### src/rtl/qdr_arb_pkg.sv
// qdr_arbiter shared types and constants.
// Round-robin arbitration is enabled by defining QDR_ARB_RR_EN.
package qdr_arb_pkg;

  localparam logic PORT_A = 1'b0;
  localparam logic PORT_B = 1'b1;

  localparam int TAG_DEPTH_DEF = 16;
  localparam int CNT_W_DEF = $clog2(TAG_DEPTH_DEF) + 1;

  function automatic int cnt_w(input int depth);
    return $clog2(depth) + 1;
  endfunction

endpackage

### src/rtl/qdr_arb_tag_fifo.sv
// 1-bit tag FIFO holding the port id of every outstanding read.
// A push into a full FIFO is taken only when a pop frees a slot that cycle.
module qdr_arb_tag_fifo
  import qdr_arb_pkg::*;
#(
  parameter int TAG_DEPTH = TAG_DEPTH_DEF,
  localparam int CW = cnt_w(TAG_DEPTH),
  localparam int PW = $clog2(TAG_DEPTH)
) (
  input  logic          clk,
  input  logic          reset,
  input  logic          push,
  input  logic          pop,
  input  logic          din,
  output logic          dout,
  output logic [CW-1:0] count,
  output logic          full,
  output logic          empty
);

  logic          mem [TAG_DEPTH];
  logic [PW-1:0] wptr;
  logic [PW-1:0] rptr;
  logic          do_push;
  logic          do_pop;

  assign full    = (count == CW'(TAG_DEPTH));
  assign empty   = (count == '0);
  assign do_pop  = pop && !empty;
  assign do_push = push && (!full || do_pop);
  assign dout    = mem[rptr];

  always_ff @(posedge clk) begin
    if (reset) begin
      wptr  <= '0;
      rptr  <= '0;
      count <= '0;
    end else begin
      if (do_push) wptr <= wptr + 1'b1;
      if (do_pop)  rptr <= rptr + 1'b1;
      count <= count + CW'(do_push) - CW'(do_pop);
    end
  end

  always_ff @(posedge clk) begin
    if (do_push) mem[wptr] <= din;
  end

endmodule

### src/rtl/qdr_arbiter.sv
// Two-port arbiter in front of the QDR controller user interface.
// Define QDR_ARB_RR_EN for round-robin; default is fixed priority to A.
module qdr_arbiter
  import qdr_arb_pkg::*;
#(
  parameter int DATA_WIDTH = 18,
  parameter int BW_WIDTH   = 2,
  parameter int ADDR_WIDTH = 22,
  parameter int TAG_DEPTH  = TAG_DEPTH_DEF
) (
  input  logic                    clk0,
  input  logic                    reset,
  input  logic                    phy_rdy,
  input  logic                    a_req,
  input  logic                    a_wr,
  input  logic [ADDR_WIDTH-1:0]   a_addr,
  input  logic [2*DATA_WIDTH-1:0] a_wr_data,
  input  logic [2*BW_WIDTH-1:0]   a_wr_be,
  output logic                    a_ack,
  output logic [2*DATA_WIDTH-1:0] a_rd_data,
  output logic                    a_rd_dvld,
  input  logic                    b_req,
  input  logic                    b_wr,
  input  logic [ADDR_WIDTH-1:0]   b_addr,
  input  logic [2*DATA_WIDTH-1:0] b_wr_data,
  input  logic [2*BW_WIDTH-1:0]   b_wr_be,
  output logic                    b_ack,
  output logic [2*DATA_WIDTH-1:0] b_rd_data,
  output logic                    b_rd_dvld,
  output logic                    usr_rd_strb,
  output logic                    usr_wr_strb,
  output logic [ADDR_WIDTH-1:0]   usr_addr,
  output logic [2*DATA_WIDTH-1:0] usr_wr_data,
  output logic [2*BW_WIDTH-1:0]   usr_wr_be,
  input  logic [2*DATA_WIDTH-1:0] usr_rd_data,
  input  logic                    usr_rd_dvld,
  output logic                    tag_err
);

  localparam int CW = cnt_w(TAG_DEPTH);

  logic          full;
  logic          empty;
  logic          tag;
  logic [CW-1:0] count;
  logic          a_elig;
  logic          b_elig;
  logic          gnt;
  logic          sel_wr;
  logic          push;

  // full uses the registered count; a same-cycle pop does not unblock
  assign a_elig = !reset && a_req && phy_rdy && (a_wr || !full);
  assign b_elig = !reset && b_req && phy_rdy && (b_wr || !full);

`ifdef QDR_ARB_RR_EN
  logic last;

  assign a_ack = a_elig && (!b_elig || last == PORT_B);
  assign b_ack = b_elig && !a_ack;

  always_ff @(posedge clk0) begin
    if (reset)      last <= PORT_B;
    else if (a_ack) last <= PORT_A;
    else if (b_ack) last <= PORT_B;
  end
`else
  assign a_ack = a_elig;
  assign b_ack = b_elig && !a_elig;
`endif

  assign gnt    = a_ack || b_ack;
  assign sel_wr = b_ack ? b_wr : a_wr;
  assign push   = gnt && !sel_wr;

  qdr_arb_tag_fifo #(
    .TAG_DEPTH(TAG_DEPTH)
  ) u_fifo (
    .clk  (clk0),
    .reset(reset),
    .push (push),
    .pop  (usr_rd_dvld),
    .din  (b_ack ? PORT_B : PORT_A),
    .dout (tag),
    .count(count),
    .full (full),
    .empty(empty)
  );

  always_ff @(posedge clk0) begin
    if (reset) begin
      usr_rd_strb <= 1'b0;
      usr_wr_strb <= 1'b0;
      usr_addr    <= '0;
      usr_wr_data <= '0;
      usr_wr_be   <= '0;
    end else begin
      usr_rd_strb <= gnt && !sel_wr;
      usr_wr_strb <= gnt && sel_wr;
      if (gnt) begin
        usr_addr    <= b_ack ? b_addr : a_addr;
        usr_wr_data <= b_ack ? b_wr_data : a_wr_data;
        usr_wr_be   <= b_ack ? b_wr_be : a_wr_be;
      end
    end
  end

  always_ff @(posedge clk0) begin
    if (reset) begin
      a_rd_data <= '0;
      b_rd_data <= '0;
      a_rd_dvld <= 1'b0;
      b_rd_dvld <= 1'b0;
      tag_err   <= 1'b0;
    end else begin
      a_rd_dvld <= usr_rd_dvld && !empty && tag == PORT_A;
      b_rd_dvld <= usr_rd_dvld && !empty && tag == PORT_B;
      tag_err   <= usr_rd_dvld && empty;
      if (usr_rd_dvld && !empty) begin
        a_rd_data <= usr_rd_data;
        b_rd_data <= usr_rd_data;
      end
    end
  end

endmodule

### config.mk
export PLATFORM = sky130hd
export DESIGN_NAME = qdr_arbiter
export DESIGN_NICKNAME = d
export VERILOG_FILES = /design/src/rtl/qdr_arb_pkg.sv /design/src/rtl/qdr_arb_tag_fifo.sv /design/src/rtl/qdr_arbiter.sv
export SDC_FILE = /design/constraint.sdc
export NUM_CORES = 1
export LEC_CHECK = 0
export BUFFER_PORTS_ARGS = -buffer_cell sky130_fd_sc_hd__buf_2
export CAP_MARGIN = 25
export CORE_AREA = 3 3 117 119
export CTS_BUF_LIST = sky130_fd_sc_hd__clkbuf_4 sky130_fd_sc_hd__clkbuf_8
export DETAILED_ROUTE_END_ITERATION = 6
export DIE_AREA = 0 0 120 122
export PLACE_DENSITY = 0.89
export SYNTH_ARGS = -nofsm -noshare
export SYNTH_HDL_FRONTEND = slang
export SYNTH_SLANG_ARGS = --single-unit
### constraint.sdc
create_clock -name clk0 -period 7.95 [get_ports clk0]
set_input_delay 1.59 -clock clk0 [delete_from_list [all_inputs] [get_ports clk0]]
set_output_delay 1.59 -clock clk0 [all_outputs]
set_load 0.005 [all_outputs]
* After elaboration in Yosys (flattened, before gate mapping)
Memories as Yosys holds them, arrays and structs flattened. A register that Yosys moved wholly into a read port is not among the register bits.
Index checks and enable logic that the tools add are counted.
** Cells by class
- Multiplexer cells :: 9
- Reductions and logical operators :: 24
- Bitwise operators :: 1
- Equality and inequality tests :: 1
- Add/sub/neg operators :: 4
** Operators by type and width (count)
- $mux 36 :: 1
- $mux 22 :: 1
- $logic_and 1x1->1 :: 14
- $mux 4 :: 3
- $add 4x1->4 const B :: 2
- $add 5x1->5 :: 1
- $eq 5x5->1 const B :: 1
- $logic_not 1->1 :: 5
- $logic_not 5->1 :: 1
- $sub 5x1->5 :: 1
- $logic_or 1x1->1 :: 4
- $mux 1 :: 4
- $not 1->1 :: 1
** Storage, ports and cells
- Output and inout port bits :: 141
- Word-level logic and storage cells :: 52
- Memories kept :: 1
- Flip-flop bits (word level) :: 116
- Bits in writable memories :: 16
- Input port bits :: 168
** Memory list
- u_fifo.mem :: words 16, width 1, rd ports 1, clocked after Yosys merged registers in 1, write ports 1, line qdr_arb_tag_fifo.sv:21 : logic mem [TAG_DEPTH];

* Longest topological paths before layout
Gate-level depths: netlist of run 1.
- Depth in word-level cells :: 12
- Depth in mapped cells :: 14
- Mapped depth without buffers :: 13

* Cells and area by module
From an unflattened synthesis of run 1, not the netlist that was laid out.
** Unflattened totals
- Cell total of the unflattened synthesis :: 610
- Area, all modules :: 5784.3 um^2
** Modules (own cells, without submodules)
- qdr_arbiter :: sequential area each 2062.0 um^2, cells each 478, area an instance 4244.1 um^2, instances 1
- qdr_arb_tag_fifo :: sequential area each 820.8 um^2, cells each 132, area an instance 1540.2 um^2, instances 1

* Least setup slack after synthesis of run 1
OpenSTA, ideal clock, no wires.
- Path kind :: input -> output
- Start :: in reset
- End :: out b_ack
- Cell stages on the path :: 6
- Buffers on the path :: 2
- Arrival :: 2.900 ns
- Setup slack :: 3.460 ns
- Path through :: clkbuf_2 -> and2b_2 -> o211ai_4 -> buf_2 -> inv_1 -> nor2_1
** On the way
- Cells in the longest elaborated chain, start to end :: 6
- Elaborated cells on any way between the ends :: 9
- Classes of those cells :: 9 x reduce/logical
** Ends and longest elaborated chain
- start: declaration :: line qdr_arbiter.sv:12 : input logic reset,
- $logic_not 1->1 :: line qdr_arbiter.sv:53 : assign a_elig = !reset && a_req && phy_rdy && (a_wr || !full);
- $logic_and 1x1->1 (3 in a row) :: line qdr_arbiter.sv:53
- via a_ack :: line qdr_arbiter.sv:19 : output logic a_ack,
- $logic_not 1->1 :: line qdr_arbiter.sv:69 : assign b_ack = b_elig && !a_elig;
- $logic_and 1x1->1 :: line qdr_arbiter.sv:69
- end: declaration :: line qdr_arbiter.sv:27 : output logic b_ack,
The timed path passes the listed nets, and every way through them passes these cells.

* Final worst setup path of run 1
- Start :: in reset
- End :: out b_ack
** On the way
- Cells in the longest elaborated chain, start to end :: 6
- Elaborated cells on any way between the ends :: 9
- Classes of those cells :: 9 x reduce/logical
** Ends and longest elaborated chain (line)
- $logic_not 1->1 * :: qdr_arbiter.sv:53, qdr_arbiter.sv:54
- $logic_and 1x1->1 (3 in a row) :: qdr_arbiter.sv:53
- $logic_not 1->1 :: qdr_arbiter.sv:69
- $logic_and 1x1->1 * :: qdr_arbiter.sv:69
Mark *: on every way between the ends. The rest lies on a longest branch, timed or not.

==> results.cfg, run 1 <==
[route]
viasPerCell = 5.04
drc_errors = 0
first_pass_iters = 4
wl_per_cell_um = 14.6
drtIter0Drc = 220
vias = 5634
ant_nets = 0
wirelength_um = 16400

[power]
vdd_drop_max_v = 0.000163
finalPower_w = 0.00192
p_leak_nw = 3.70
pwr_density_cell_mw_per_mm2 = 249

[critical_path]
critPathLaunchType = primary input
worstPathMaxFanout = 60
critPathLaunch = reset
reg2regPathDepth = 13
rr_endpoint = u_fifo.count[4]$_SDFF_PP0_
crit_end = b_ack
r2r_start = u_fifo.count[3]$_SDFF_PP0_
reg2reg_slack_ns = 4.51
crit_required_ns = 6.36
cp.arrival_ns = 3.61
path_class = primary input to output port
cp-end-kind = output port

[place]
io_buffers = 308
hpwlAfterDp_um = 11900
gp_congestion = 0.808
pre_cts_slack_ns = 2.77
dpl_cell_area_sq_mm = 0.00729

[logic_synthesis]
ys_seq_area_frac = 0.479
synth.cell_area_sq_mm = 0.00601
yosysWarnings = 0
synth_top_area_share = 0.399
syn-num-nets = 865
async_flop_share = 0
synth_seq_cells = 136
synth-main-ff-cell = dfxtp_1
ys_top_cells_by_count = nand2_1 (138), dfxtp_1 (120), nor2_1 (76)
syn_area_per_cell_sq_um = 8.78
synth_most_common_cell = nand2_1
synth_area_leader_cell = dfxtp_1
synth_edf_count = 16
synth.area.top_cells = dfxtp_1 (40%), nand2_1 (8.6%), edfxtp_1 (8.0%), nand3b_1 (7.9%), a31oi_1 (6.4%)
synth_cells = 685
yosysUniqueCellTypes = 40

[global_route]
grt_pass1_wl_um = 24700
gr-usage-all-layers = 0.214
grt.overflow.total = 0
grt_max_degree = 116
antenna_found_initial = 3
grt_pass1_vias = 5219

[cts]
postCtsHoldBufs = 0
clk_latency_ns = 0.44
cts-root-buf = clkbuf_8
tritoncts = built
clock_path_buffers = 2
cts_buffers = 17
post-cts-setup-buffers = 0
clk_pin_slew_ns = 0.08
htree_levels = 4
post_cts_resized = 0
cts_sinks = 136

[die]
start_util = 0.475
dieHeight_um = 122
fp.coreArea_sq_mm = 0.0127
ios = 309
dieArea_sq_mm = 0.0146
die_w_um = 120
rows = 41

[sta]
max_clock_freq_mhz = 192
hold_violations = 0
grt_setup_unrepaired = no
period_needed_ns = 5.20
drv_slew = 0
worst_pin_slew_ns = 0.833
min_period_over_period = 0.654
finClkSkew_ns = 0.0110
finalSetupTns_ns = 0
finalSetupViolations = 0
holdWs_ns = 0.466
fin_ws_ns = 2.75
slew_headroom = 0.443

[job]
max_cap_viol_count = 0

[final_layout]
drive_above_1_share = 0.378
num_antenna_cells = 0
fin_nets = 1113
synthToLayoutAreaGrowth_pct = 28.2
fin_area_sq_mm = 0.00771

[min_path]
hold_class = register to register

[status]
outcome = completed
-- state kept, by name, summed over array words and instances (netlist names), named ones only --
signal,flops
u_fifo.mem,16
usr_wr_be,4
usr_addr,22
u_fifo.wptr,4
b_rd_data,36
usr_rd_strb,1
usr_wr_data,36
u_fifo.count,5
tag_err,1
usr_wr_strb,1
u_fifo.rptr,4
a_rd_dvld,1
b_rd_dvld,1
-- cell usage in the layout, fill, tap and decap left out, types with 5 or more instances in the layout --
cell	n
buf_2	308
nand2_1	138
dfxtp_1	120
nor2_1	76
nand3b_1	63
a31oi_1	62
a21oi_1	40
clkbuf_8	18
edfxtp_1	16
and3_1	15
ha_1	11
inv_1	10
nor2b_1	8
buf_4	6
clkinvlp_4	5
-- final cells by class --
class / count / area (sq um)
Sequential cell: 136 / 2880
Clock buffer: 18 / 248
Timing Repair Buffer: 315 / 1610
Tap cell: 172 / 215
Inverter: 10 / 37.5
Clock inverter: 14 / 148
Multi-Input combinational cell: 453 / 2570
Fill cell: 1096 / 4960
-- routing by layer --
| metal | routed length [um] | vias to the layer above | track usage | part of all wire |
|---|---|---|---|---|
| li1 | - | 2791 | - | - |
| met1 | 6020 | 2542 | 0.228 | 0.37 |
| met2 | 8350 | 259 | 0.372 | 0.51 |
| met3 | 1420 | 36 | 0.0831 | 0.087 |
| met4 | 535 | 6 | 0.102 | 0.033 |
| met5 | 46 | - | 0 | 0.0028 |
-- cells by family (layout without fill, tap and decap cells) --
family                   after synthesis  count (layout)  share of synthesized area
buffers and inverters                 96             357                     0.0953
AND/OR/NAND/NOR                      314             314                      0.253
XOR/XNOR                               8               8                     0.0116
multiplexers                           9               9                     0.0235
AO/OA/AOI/OAI                        110             110                      0.111
flip-flops                           136             136                      0.479
adder cells (fa/ha/maj)               12              12                     0.0262
-- per-stage QoR --
step | util | cells
6_report | 0.609 | 1118
2_1_floorplan | - | 685
3_3_place_gp | 0.575 | 1085
3_5_place_dp | 0.575 | 1085
5_1_grt | 0.609 | 1118
4_1_cts | 0.606 | 1117
-- worst max-delay path, stage by stage --
cell and delay, ns:
buf_2 0.08, buf_4 0.38, and2b_2 0.32, o211ai_4 0.17, inv_1 0.13, nor2_1 0.67
buf_2 0.24
-- power breakdown --
group | switching (W) | total [W] | internal, W
registers | 0.0000635 | 0.000863 | 0.000800
logic | 0.000266 | 0.000500 | 0.000234
clock network | 0.000272 | 0.000560 | 0.000287
total | 0.000602 | 0.00192 | 0.00132
-- worst min path at each step --
stage                                      from                    endpoint  slack [ns]  cells past startpoint
detailed placement   b_rd_data[22]$_SDFFE_PP0P_  b_rd_data[22]$_SDFFE_PP0P_        0.46                      2
global placement     b_rd_data[14]$_SDFFE_PP0P_  b_rd_data[14]$_SDFFE_PP0P_        0.45                      2
CTS                  b_rd_data[19]$_SDFFE_PP0P_  b_rd_data[19]$_SDFFE_PP0P_        0.47                      2
floorplan           u_fifo.rptr[1]$_SDFFE_PP0P_                    register        0.46                      2
global route         b_rd_data[14]$_SDFFE_PP0P_  b_rd_data[14]$_SDFFE_PP0P_        0.49                      2
finish               b_rd_data[19]$_SDFFE_PP0P_  b_rd_data[19]$_SDFFE_PP0P_        0.47                      2
Note: power is estimated with default switching activity, not from simulation.
==> inputs of run 2 (changes only) <==
--- a/config.mk
+++ b/config.mk
@@ -5,13 +5,14 @@
 export SDC_FILE = /design/constraint.sdc
 export NUM_CORES = 1
 export LEC_CHECK = 0
+export ABC_AREA = 1
 export BUFFER_PORTS_ARGS = -buffer_cell sky130_fd_sc_hd__buf_2
 export CAP_MARGIN = 25
-export CORE_AREA = 3 3 117 119
+export CORE_MARGIN = 3
+export CORE_UTILIZATION = 44
 export CTS_BUF_LIST = sky130_fd_sc_hd__clkbuf_4 sky130_fd_sc_hd__clkbuf_8
 export DETAILED_ROUTE_END_ITERATION = 6
-export DIE_AREA = 0 0 120 122
-export PLACE_DENSITY = 0.89
+export PLACE_DENSITY = 0.86
 export SYNTH_ARGS = -nofsm -noshare
 export SYNTH_HDL_FRONTEND = slang
 export SYNTH_SLANG_ARGS = --single-unit
==> constraint.sdc (replaced) <==
create_clock -name clk0 -period 4.5 [get_ports clk0]
set_input_delay 0.9 -clock clk0 [delete_from_list [all_inputs] [get_ports clk0]]
set_output_delay 0.9 -clock clk0 [all_outputs]
set_load 0.005 [all_outputs]
==> run 2 against run 1 <==
- via count rose by 3.8%
- power rose by 94%
- combinational power rose by 130%
- count of clock-buffer cells in the layout rose by 2
- critical path type unchanged
- largest cell class is now multi-input combinational cells
==> results.cfg, run 2 <==
[logic_synthesis]
synth_edf_count = 16
synth-main-ff-cell = dfxtp_1
yosysUniqueCellTypes = 35
synth.cell_area_sq_mm = 0.00661
ys_top_cells_by_count = nor2_1 (166), dfxtp_1 (120), o21ai_2 (76)
yosysWarnings = 0
async_flop_share = 0
syn-num-nets = 921
ys_seq_area_frac = 0.436
syn_area_per_cell_sq_um = 8.92
synth_seq_cells = 136
synth_most_common_cell = nor2_1
synth_cells = 741
synth_top_area_share = 0.364
synth.area.top_cells = dfxtp_1 (36%), o21ai_2 (10%), nor2_1 (9.4%), nand3_2 (9.1%), edfxtp_1 (7.3%)
synth_area_leader_cell = dfxtp_1

[critical_path]
cpMostUsedCell = buf_2
critPathLaunchType = primary input
critPathLaunch = reset
worstPathCellList = buf_2 -> inv_4 -> nand2_1 -> nor2_2 -> nand2_2 -> inv_2 -> nand2_4 -> inv_1 -> buf_2
path_class = primary input to output port
cp-end-kind = output port
cp.arrival_ns = 2.43
crit_required_ns = 3.60
worstPathMaxFanout = 52
slowest_delay_ns = 0.37
crit_path_top_delay_cell = inv_4
r2r_start = u_fifo.count[3]$_SDFF_PP0_

[sta]
hold_violations = 0
worst_pin_slew_ns = 0.969
slew_headroom = 0.354
min_period_over_period = 0.741
finalSetupTns_ns = 0
fin_ws_ns = 1.17
drv_slew = 0
finalSetupViolations = 0
max_clock_freq_mhz = 300
period_needed_ns = 3.33
grt_setup_unrepaired = no
finClkSkew_ns = 0.0143

[status]
outcome = completed

[power]
finalPower_w = 0.00373
pwr_density_cell_mw_per_mm2 = 455
power.switching_w = 0.00129
combPwrFrac = 0.305
p_seq_frac = 0.435
cell_internal_pwr_w = 0.00244
clock_power_share = 0.260
p_leak_nw = 3.88
switching_share = 0.346
vdd_drop_max_v = 0.000224

[cts]
cts_sinks = 136
post_cts_resized = 0
clock_path_buffers = 2
postCtsHoldBufs = 0
post-cts-setup-buffers = 0
clk_pin_slew_ns = 0.08
cts-root-buf = clkbuf_8
cts_buffers = 17
clk_latency_ns = 0.43
htree_levels = 4
tritoncts = built

[job]
max_cap_viol_count = 0

[final_layout]
synthToLayoutAreaGrowth_pct = 24.0
mostFrequentLayoutCell = buf_2
nFillCells = 1278
final_cell_mix = buf_2 (308), nor2_1 (166), dfxtp_1 (120), o21ai_2 (76), nand3_2 (60)
top_regs = b_rd_data (36), usr_wr_data (36), usr_addr (22)
fin_cells = 1186
drive_above_1_share = 0.502
fin_util = 0.561
fin_nets = 1169
num_antenna_cells = 0

[die]
fp.coreArea_sq_mm = 0.0146
dieHeight_um = 129
die_w_um = 129
ios = 309
start_util = 0.453
rows = 44
dieArea_sq_mm = 0.0165

[route]
wirelength_um = 16700
first_pass_iters = 4
drtIter0Drc = 260
drc_errors = 0
wl_per_cell_um = 14.1
ant_nets = 0
vias = 5850
viasPerCell = 4.93

[global_route]
antenna_found_initial = 1
gr-usage-all-layers = 0.198
grt_pass1_vias = 5691
grt_max_degree = 64
grt_pass1_wl_um = 26500
grt.overflow.total = 0

[place]
gp_congestion = 0.841
placed_cells = 1154
io_buffers = 308
pre_cts_slack_ns = 1.09
hpwlAfterDp_um = 12400

[min_path]
hold_class = register to register
min_from = usr_wr_data[7]$_SDFFE_PP0P_
[run 2: cell count changes after synthesis, moves of 28 or more]
cell / change
a21oi_1: -28
o21ai_2: +75
nor2_1: +90
o21ai_1: +57
nand2_1: -113
nand3_2: +60
nand3b_1: -61
o21ai_0: +35
a31oi_1: -61
[run 2: cell families after synthesis]
logic type | synth area share
and+or+nand+nor | 0.232
AOI/OAI and AO/OA | 0.186
DFF | 0.436
buffers and inverters | 0.116
adders and majority gates | 0.0239
xor gates and xnor gates | 0.00530
[run 2: path summary, 6_finish.rpt]
kind                            endpoint  slack (ns)  depth (start not counted)
min reg2reg  usr_wr_data[7]$_SDFFE_PP0P_        0.47                          2
min          usr_wr_data[7]$_SDFFE_PP0P_        0.47                          2
max reg2reg   u_fifo.count[4]$_SDFF_PP0_        1.83                         15
max                                b_ack        1.17                          9
[run 2: power groups by stage]
stage          clock network, W  logic (W)  registers [W]
2_1_floorplan                 0   0.000810        0.00164
3_3_place_gp                  0    0.00113        0.00164
3_5_place_dp                  0    0.00115        0.00165
4_1_cts                 0.00100    0.00115        0.00162
5_1_grt                 0.00105    0.00130        0.00165
6_report               0.000971    0.00114        0.00162
[run 2: final cells by class]
| cell class | count | area, sq um | area share |
|---|---|---|---|
| clock inverters | 12 | 115 | 0.0141 |
| multi-input cells | 484 | 2960 | 0.361 |
| clock buffers | 20 | 269 | 0.0328 |
| flip-flops and latches | 136 | 2880 | 0.352 |
| repair buffers | 314 | 1590 | 0.194 |
| well taps | 184 | 230 | 0.0281 |
| inverters | 36 | 153 | 0.0186 |
[run 2: critical path: cells and delay by family]
family        cells  cell delay, ns
simple gates      4            0.39
buf+inv           5            1.12
[run 2: through the flow]
| step | hold WS, ns | instance area [sq um] |
|---|---|---|
| after CTS | 0.472 | 8190 |
| after global placement | 0.457 | 7810 |
| after detailed placement | 0.461 | 7810 |
| final | 0.468 | 8190 |
| after floorplan | 0.447 | 6610 |
| after global routing | 0.486 | 8190 |
[run 2: layer usage]
layer,part of all wire,global-route usage
met3,0.086,0.0668
met5,0.00078,0
met2,0.51,0.362
met4,0.025,0.0791
met1,0.38,0.209
